<file path="src/rtl/apb4_slave_mem.sv">
// APB4 completer: byte-strobed word memory with fixed wait states, PSLVERR on
// illegal accesses, a saturating error counter and a sticky protocol-violation flag.
module apb4_slave_mem #(
  parameter int unsigned addr_width  = 32,
  parameter int unsigned data_width  = 32,
  parameter int unsigned mem_depth   = 64,
  parameter int unsigned wait_cycles = 2
) (
  input  logic                    PCLK,
  input  logic                    PRESETn,
  input  logic                    PSEL,
  input  logic                    PENABLE,
  input  logic                    PWRITE,
  input  logic [addr_width-1:0]   PADDR,
  input  logic [data_width-1:0]   PWDATA,
  input  logic [data_width/8-1:0] PSTRB,
  output logic [data_width-1:0]   PRDATA,
  output logic                    PREADY,
  output logic                    PSLVERR,
  output logic [1:0]              ps,
  output logic [15:0]             err_count,
  output logic                    proto_err
);

  localparam int unsigned strb_w = data_width / 8;
  localparam int unsigned off_w  = $clog2(strb_w);
  localparam int unsigned idx_w  = $clog2(mem_depth);
  localparam logic [addr_width-1:0] off_mask = addr_width'(strb_w - 1);
  localparam logic [addr_width-1:0] depth_a  = addr_width'(mem_depth);

  typedef enum logic [1:0] {
    S_IDLE   = 2'd0,
    S_SETUP  = 2'd1,
    S_ACCESS = 2'd2
  } state_e;

  typedef struct packed {
    logic [addr_width-1:0] addr;
    logic                  wr;
    logic [data_width-1:0] wdata;
    logic [strb_w-1:0]     strb;
  } req_t;

  state_e                state_q, state_d;
  logic [3:0]            wcnt_q, wcnt_d;
  req_t                  cap_q, bus_req;
  logic [data_width-1:0] mem [mem_depth];
  logic [data_width-1:0] wmask;
  logic [addr_width-1:0] word_addr;
  logic [idx_w-1:0]      idx;
  logic                  in_xfer, acc, ready, addr_err, viol, cap_en, wr_en;

  assign bus_req = '{addr: PADDR, wr: PWRITE, wdata: PWDATA, strb: PSTRB};

  // Bus phase as seen on the wires this cycle
  always_comb begin
    if (!PSEL)         ps = 2'd0;
    else if (!PENABLE) ps = 2'd1;
    else               ps = 2'd2;
  end

  // Address decode: out-of-range word, misaligned byte offset, or strobes on a read
  assign word_addr = PADDR >> off_w;
  assign idx       = idx_w'(word_addr);
  assign addr_err  = (word_addr >= depth_a) || ((PADDR & off_mask) != '0)
                     || (!PWRITE && (PSTRB != '0));

  for (genvar b = 0; b < strb_w; b++) begin : g_wmask
    assign wmask[b*8 +: 8] = {8{PSTRB[b]}};
  end

  // Registered SETUP means the SETUP cycle was sampled, so the very next bus cycle is
  // the first ACCESS cycle; wcnt counts the remaining wait states from there.
  assign in_xfer = (state_q != S_IDLE);
  assign acc     = in_xfer && PSEL && PENABLE;
  assign ready   = acc && (wcnt_q == 4'd0);
  assign viol    = in_xfer ? (!(PSEL && PENABLE) || (bus_req != cap_q))
                           : PENABLE;

  assign PREADY  = ready;
  assign PSLVERR = ready && addr_err;
  assign PRDATA  = (ready && !addr_err && !PWRITE) ? mem[idx] : '0;

  always_comb begin
    state_d = state_q;
    wcnt_d  = wcnt_q;
    cap_en  = 1'b0;
    wr_en   = 1'b0;
    if (viol) begin
      state_d = S_IDLE;
    end else begin
      case (state_q)
        S_IDLE: begin
          if (PSEL && !PENABLE) begin
            state_d = S_SETUP;
            wcnt_d  = 4'(wait_cycles);
            cap_en  = 1'b1;
          end
        end
        S_SETUP, S_ACCESS: begin
          if (ready) begin
            state_d = S_IDLE;
            wr_en   = PWRITE && !addr_err;
          end else begin
            state_d = S_ACCESS;
            wcnt_d  = wcnt_q - 4'd1;
          end
        end
        default: state_d = S_IDLE;
      endcase
    end
  end

  always_ff @(posedge PCLK or negedge PRESETn) begin
    if (!PRESETn) begin
      state_q <= S_IDLE;
      wcnt_q  <= '0;
    end else begin
      state_q <= state_d;
      wcnt_q  <= wcnt_d;
    end
  end

  // Captured request, memory and status counters
  always_ff @(posedge PCLK or negedge PRESETn) begin
    if (!PRESETn) begin
      cap_q     <= '0;
      mem       <= '{default: '0};
      err_count <= '0;
      proto_err <= 1'b0;
    end else begin
      if (cap_en) cap_q <= bus_req;
      if (wr_en) mem[idx] <= (mem[idx] & ~wmask) | (PWDATA & wmask);
      if (PSLVERR && (err_count != 16'hFFFF)) err_count <= err_count + 16'd1;
      if (viol) proto_err <= 1'b1;
    end
  end

endmodule

</file>
<file path="config.mk">
export PLATFORM = sky130hd
export DESIGN_NAME = apb4_slave_mem
export DESIGN_NICKNAME = d
export VERILOG_FILES = /design/src/rtl/apb4_slave_mem.sv
export SDC_FILE = /design/constraint.sdc
export NUM_CORES = 2
export LEC_CHECK = 0
export CORE_MARGIN = 2
export CORE_UTILIZATION = 40
export CTS_BUF_LIST = sky130_fd_sc_hd__clkbuf_2
export CTS_CLUSTER_SIZE = 10
export DETAILED_ROUTE_END_ITERATION = 8
export PLACE_DENSITY_LB_ADDON = 0.1
export SLEW_MARGIN = 20
export SYNTH_ARGS = -nofsm -noshare
export SYNTH_HDL_FRONTEND = slang
export SYNTH_SLANG_ARGS = --single-unit
</file>
<file path="constraint.sdc">
create_clock -name PCLK -period 10.2 [get_ports PCLK]
set_clock_uncertainty 0.05 [all_clocks]
set_input_delay 2.04 -clock PCLK [delete_from_list [all_inputs] [get_ports PCLK]]
set_output_delay 2.04 -clock PCLK [all_outputs]
set_load 0.02 [all_outputs]
</file>
**After elaboration in Yosys (flattened, before gate mapping)**

Cells that the tools add are included.

- Logic and storage cells: 140
- Latch bits: 0
- ROM bits: 0
- Register bits after elaboration: 2140
- Output and inout port bits: 53
- Bits in writable memories: 0
- Memories: 0

- $add $sub $neg: 2
- Multiply operators: 0
- Bitwise logic cells: 6
- Equality and inequality tests: 7
- Shift-type cells: 0
- Order comparisons: 3
- Mux-type cells: 23
- Divide/modulo/power cells: 0
- Reductions and logical operators: 27

Operators by type and width:

| operator | number |
|---|---|
| bitwise mux 2048 bit | 1 |
| binary-select mux 32 bit (select 6 bit) | 1 |
| demux 32 bit (select 6 bit) | 1 |
| two-way mux 32 bit | 4 |
| != test 69 bit | 1 |
| bitwise AND 32 bit | 2 |
| NOT 32 bit | 1 |
| OR 32 bit | 1 |
| nonzero test 32 bit | 1 |
| >= comparator 30 x 7 -> 1 bit, second input constant | 1 |
| adder 16 x 1 -> 16 bit, second input constant | 1 |
| != test 16 bit, second input constant | 1 |
| logical AND 1 bit | 12 |
| two-way mux 2 bit | 5 |
| two-way mux 4 bit | 2 |
| case mux 4 bit (2 select lines) | 1 |
| >= comparator 7 bit, second input constant | 1 |
| < comparator 7 x 1 -> 1 bit, second input constant | 1 |
| two-way mux 1 bit | 7 |
| NOT 6 -> 7 bit | 1 |
| logical NOT 1 bit | 4 |
| logical NOT 4 bit | 1 |
| != test 2 bit, second input constant | 2 |
| case mux 2 bit (2 select lines) | 1 |
| other kinds (11) | 14 |

**Depth between registers and ports, before layout**

- Depth in word-level cells: 8
- Depth in mapped cells: 16

**Least setup slack after synthesis**

No wires, ideal clock.

- Kind: input to output
- From: input PADDR[3]
- To: output PRDATA[6]
- Stages on the path: 12
- Slack: 3.635 ns
- Buffers on the path: 5
- Required time: 8.110 ns
- Arrival: 4.475 ns
- Cells stage by stage: buf_2 -> buf_2 -> buf_4 -> buf_2 -> buf_2 -> mux2_2 -> a221o_1 -> a22oi_1 -> o22ai_1 -> a211o_1 -> nor2_1 -> nor2_1

- Cells in the longest elaborated chain, start to end: 7
- Elaborated cells between the ends (all ways): 11

Ends and longest elaborated chain:

| element | line | RTL |
|---|---|---|
| start: declaration | 14 | `input logic [addr_width-1:0] PADDR,` |
| >= comparator 30 x 7 -> 1 bit | 65 | `assign addr_err = (word_addr >= depth_a) \|\| ((PADDR & off_mask) != '0)` |
| logical OR 1 bit | 65 |  |
| logical OR 1 bit | 66 | `\|\| (!PWRITE && (PSTRB != '0));` |
| logical NOT 1 bit | 82 | `assign PRDATA = (ready && !addr_err && !PWRITE) ? mem[idx] : '0;` |
| logical AND 1 bit (2 in a row) | 82 |  |
| two-way mux 32 bit (*) | 82 |  |
| end: declaration | 17 | `output logic [data_width-1:0] PRDATA,` |

Mark *: on every way between the ends. The rest lies on a longest branch, timed or not. The select of a mux whose other input is x is not followed.

**Worst setup path after layout**

- From: input PADDR[2]
- To: output PRDATA[29]

Same word-level chain as after synthesis.

==> flow_summary.json <==
{
  "antenna_found_initial": 38,
  "worstSetupStartpointType": "input pin",
  "wire_per_inst_um": 34.0,
  "tns_ns": 0,
  "p_int_mw": 11.5,
  "ys_seq_elements": 2140,
  "holdCritPathClass": "reg2reg",
  "cts.clk_slew.worst_paths_ns": 0.08,
  "dieHeight_um": 493,
  "tightest_slew_ns": 1.36,
  "slew_viol_final": 0,
  "wl_um": 452000,
  "synth_area_leaders": "dfrtp_1 56%, o21ai_0 10%, nand2_1 8.9%",
  "drive_gt1_frac": 0.182,
  "p_seq_frac": 0.519,
  "postCtsSetupBuffers": 0,
  "drv_cap": 0,
  "grt_overflow": 0,
  "dpl_cell_area_um2": 100000,
  "hold_start": "mem[1728]",
  "nNetsFinal": 9761,
  "syn_inst": 9539,
  "yosysTopAreaCellShare": 0.560,
  "synth_flop_cell": "dfrtp_1",
  "grt_pass1_wl_um": 635000,
  "post-synth-top-area-cell": "dfrtp_1",
  "dieArea_um2": 243000,
  "cts_tree": "done",
  "syn_area_um2": 95700,
  "cts_buffer_depth": 4,
  "rsz0062_at_grt": "false",
  "end_kind": "output port",
  "drc": 75,
  "fin_area_um2": 106000,
  "rr_startpoint": "state_q[0]",
  "post-route-period-util": 0.936,
  "dp_hpwl_um": 268000,
  "routed_via_density": 6.26,
  "rows": 179,
  "num_vias": 83100,
  "syn_avg_cell_area_um2": 10.0,
  "path_max_fanout": 57,
  "start_util": 0.402,
  "reg2reg_depth": 9,
  "r2r_slack_ns": 4.95,
  "crit_type": "in2out",
  "ir_worst_vdd_mv": 0.0899,
  "cp.required_ns": 8.11,
  "ioPinCount": 126,
  "cts-root-buf": "clkbuf_2",
  "die_w_um": 493,
  "status": "finished, violations left",
  "hold_path_end": "mem[1728]",
  "relSlewSlack": 0.0904,
  "finalSetupViolCount": 0,
  "portBuffers": 125,
  "track_usage": 0.366,
  "clockPowerShare": 0.389,
  "cts_buffers": 610,
  "async_flop_share": 1.00,
  "hold_path_depth": 2,
  "drtAntennaViolNets": 0,
  "area_growth_pct": 10.8,
  "fmax_ghz": 0.105,
  "p_switching_mw": 5.09,
  "core_um2": 238000,
  "grt_pass1_vias": 82200,
  "ys_seq_area_frac": 0.560,
  "p_sw_frac": 0.307,
  "first_iter_violations": 10500,
  "crit_arrival_ns": 7.46,
  "cts_sinks": 2140,
  "ys_warn_count": 0,
  "timing.rr.end": "mem[947]",
  "yosysUniqueCellTypes": 83,
  "powerDensity_nw_per_um2": 157,
  "leakagePower_nw": 47.2,
  "first_pass_iters": 9,
  "period_needed_ns": 9.55,
  "clkLatencyLatePin_ns": 2.04,
  "finalHoldViolCount": 0,
  "gp_congestion": 0.977,
  "combinationalPowerShare": 0.092,
  "grt_max_degree": 191,
  "cts_max_level": 6,
  "syn-num-nets": 9617,
  "fillers": 23500,
  "synth_edf_count": 0,
  "violations": "DRC"
}
sequential cells by signal, indices dropped and copies added (netlist names):
signal,count
err_count,16
proto_err,1
state_q,2
cap_q,69
mem,2048
wcnt_q,4
worst max path at each step:
stage	from	cells after the start	end	slack, ns
4_1_cts	PADDR[2]	10	PRDATA[29]	1.28
3_3_place_gp	PADDR[2]	10	PRDATA[29]	1.26
6_report	PADDR[2]	10	PRDATA[29]	0.65
3_5_place_dp	PADDR[2]	10	PRDATA[29]	1.29
2_1_floorplan	PADDR[3]	12	PRDATA[6]	3.63
5_1_grt	PADDR[2]	10	PRDATA[29]	1.04
cell usage after synthesis (27+ instances only):
cell type and count:
clkbuf_1 721, nand4_1 80, nand2b_1 27, nand2_1 2264, mux2_2 278, dfrtp_1 2140, a221o_1 57, buf_1 34
o21ai_0 1990, o31ai_1 135, a21oi_1 88, a221oi_1 155, nand3_1 28, mux2i_1 268, buf_2 105, a22o_1 37
nor4_1 28, mux4_2 126, xor2_1 63, a22oi_1 169, buf_4 48, nor2_1 181, o22ai_1 103, o2bb2ai_1 40
critical path, cell delays in order:
cell             delay, ns
buf_8                 0.52
buf_12                0.43
buf_4                 0.32
buf_4                 0.38
mux4_2                0.54
mux2i_1               0.93
nor2_1                0.08
nor4_1                1.02
nor2_1                0.38
clkdlybuf4s50_1       0.66
cell usage in the layout, fill, tap and decap left out, types with 28 or more instances in the layout:
| cell | n |
|---|---|
| nand2_2 | 50 |
| o22ai_1 | 98 |
| mux2i_1 | 267 |
| diode_2 | 28 |
| mux2_2 | 278 |
| nand2_1 | 2213 |
| buf_4 | 300 |
| a221o_1 | 57 |
| nand4_1 | 80 |
| clkbuf_2 | 895 |
| clkdlybuf4s50_1 | 121 |
| o2bb2ai_1 | 39 |
| a21oi_1 | 86 |
| o31ai_1 | 130 |
| o21ai_0 | 1985 |
| nor2_1 | 176 |
| xor2_1 | 63 |
| clkinv_1 | 76 |
| buf_12 | 34 |
| o21ai_1 | 29 |
| a221oi_1 | 154 |
| a22o_1 | 37 |
| a22oi_1 | 169 |
| dfrtp_1 | 2140 |
| mux4_2 | 126 |
logic make-up after synthesis:
| group | Yosys count | synth area share |
|---|---|---|
| fa+ha+maj | 5 | 0.000654 |
| mux | 672 | 0.0904 |
| flops | 2140 | 0.560 |
| buf+inv | 949 | 0.0424 |
| compound gates | 2970 | 0.183 |
| simple gates | 2720 | 0.116 |
| xor+xnor | 83 | 0.00760 |
per-stage QoR:
step                cells   util  total power [mW]  hold WS, ns  setup WS, ns
detailed placement  12200  0.422              10.3        0.410          1.29
global route        13300  0.445              17.2        0.447          1.04
finish              13300  0.446              16.6        0.428         0.651
global placement    12200  0.422              10.2        0.405          1.26
CTS                 13200  0.445              16.6        0.431          1.28
floorplan            9539      -              9.40        0.392          3.63
power groups by stage:
stage | logic, mW | clock network, mW | registers, mW
2_1_floorplan | 0.627 | 0 | 8.77
3_3_place_gp | 1.47 | 0 | 8.77
3_5_place_dp | 1.48 | 0 | 8.78
4_1_cts | 1.48 | 6.56 | 8.61
5_1_grt | 1.56 | 7.03 | 8.62
6_report | 1.53 | 6.46 | 8.61
layer usage:
| metal | up-vias | wire, um | global-route usage |
|---|---|---|---|
| met5 | - | 92 | 0 |
| met1 | 42600 | 177000 | 0.477 |
| met2 | 5067 | 190000 | 0.524 |
| met3 | 1288 | 53800 | 0.127 |
| li1 | 34200 | - | - |
| met4 | 16 | 30700 | 0.222 |
area by class of cell:
type	instances	area [um^2]	share of cell area
Multi-Input combinational cell	6450	38700	0.365
Clock buffer	895	4480	0.0423
Clock inverter	116	818	0.00772
Sequential cell	2140	53600	0.505
Timing Repair Buffer	466	4320	0.0407
Antenna cell	28	70.1	0.000661
Tap cell	3167	3960	0.0374
Inverter	15	71.3	0.000673
timing repair:
item / CTS / global route
hold buffers: 1 / 0
endpoints found under the hold margin: 93 / 0
resized for setup: 0 / 0
(Power assumes the default switching activity.)
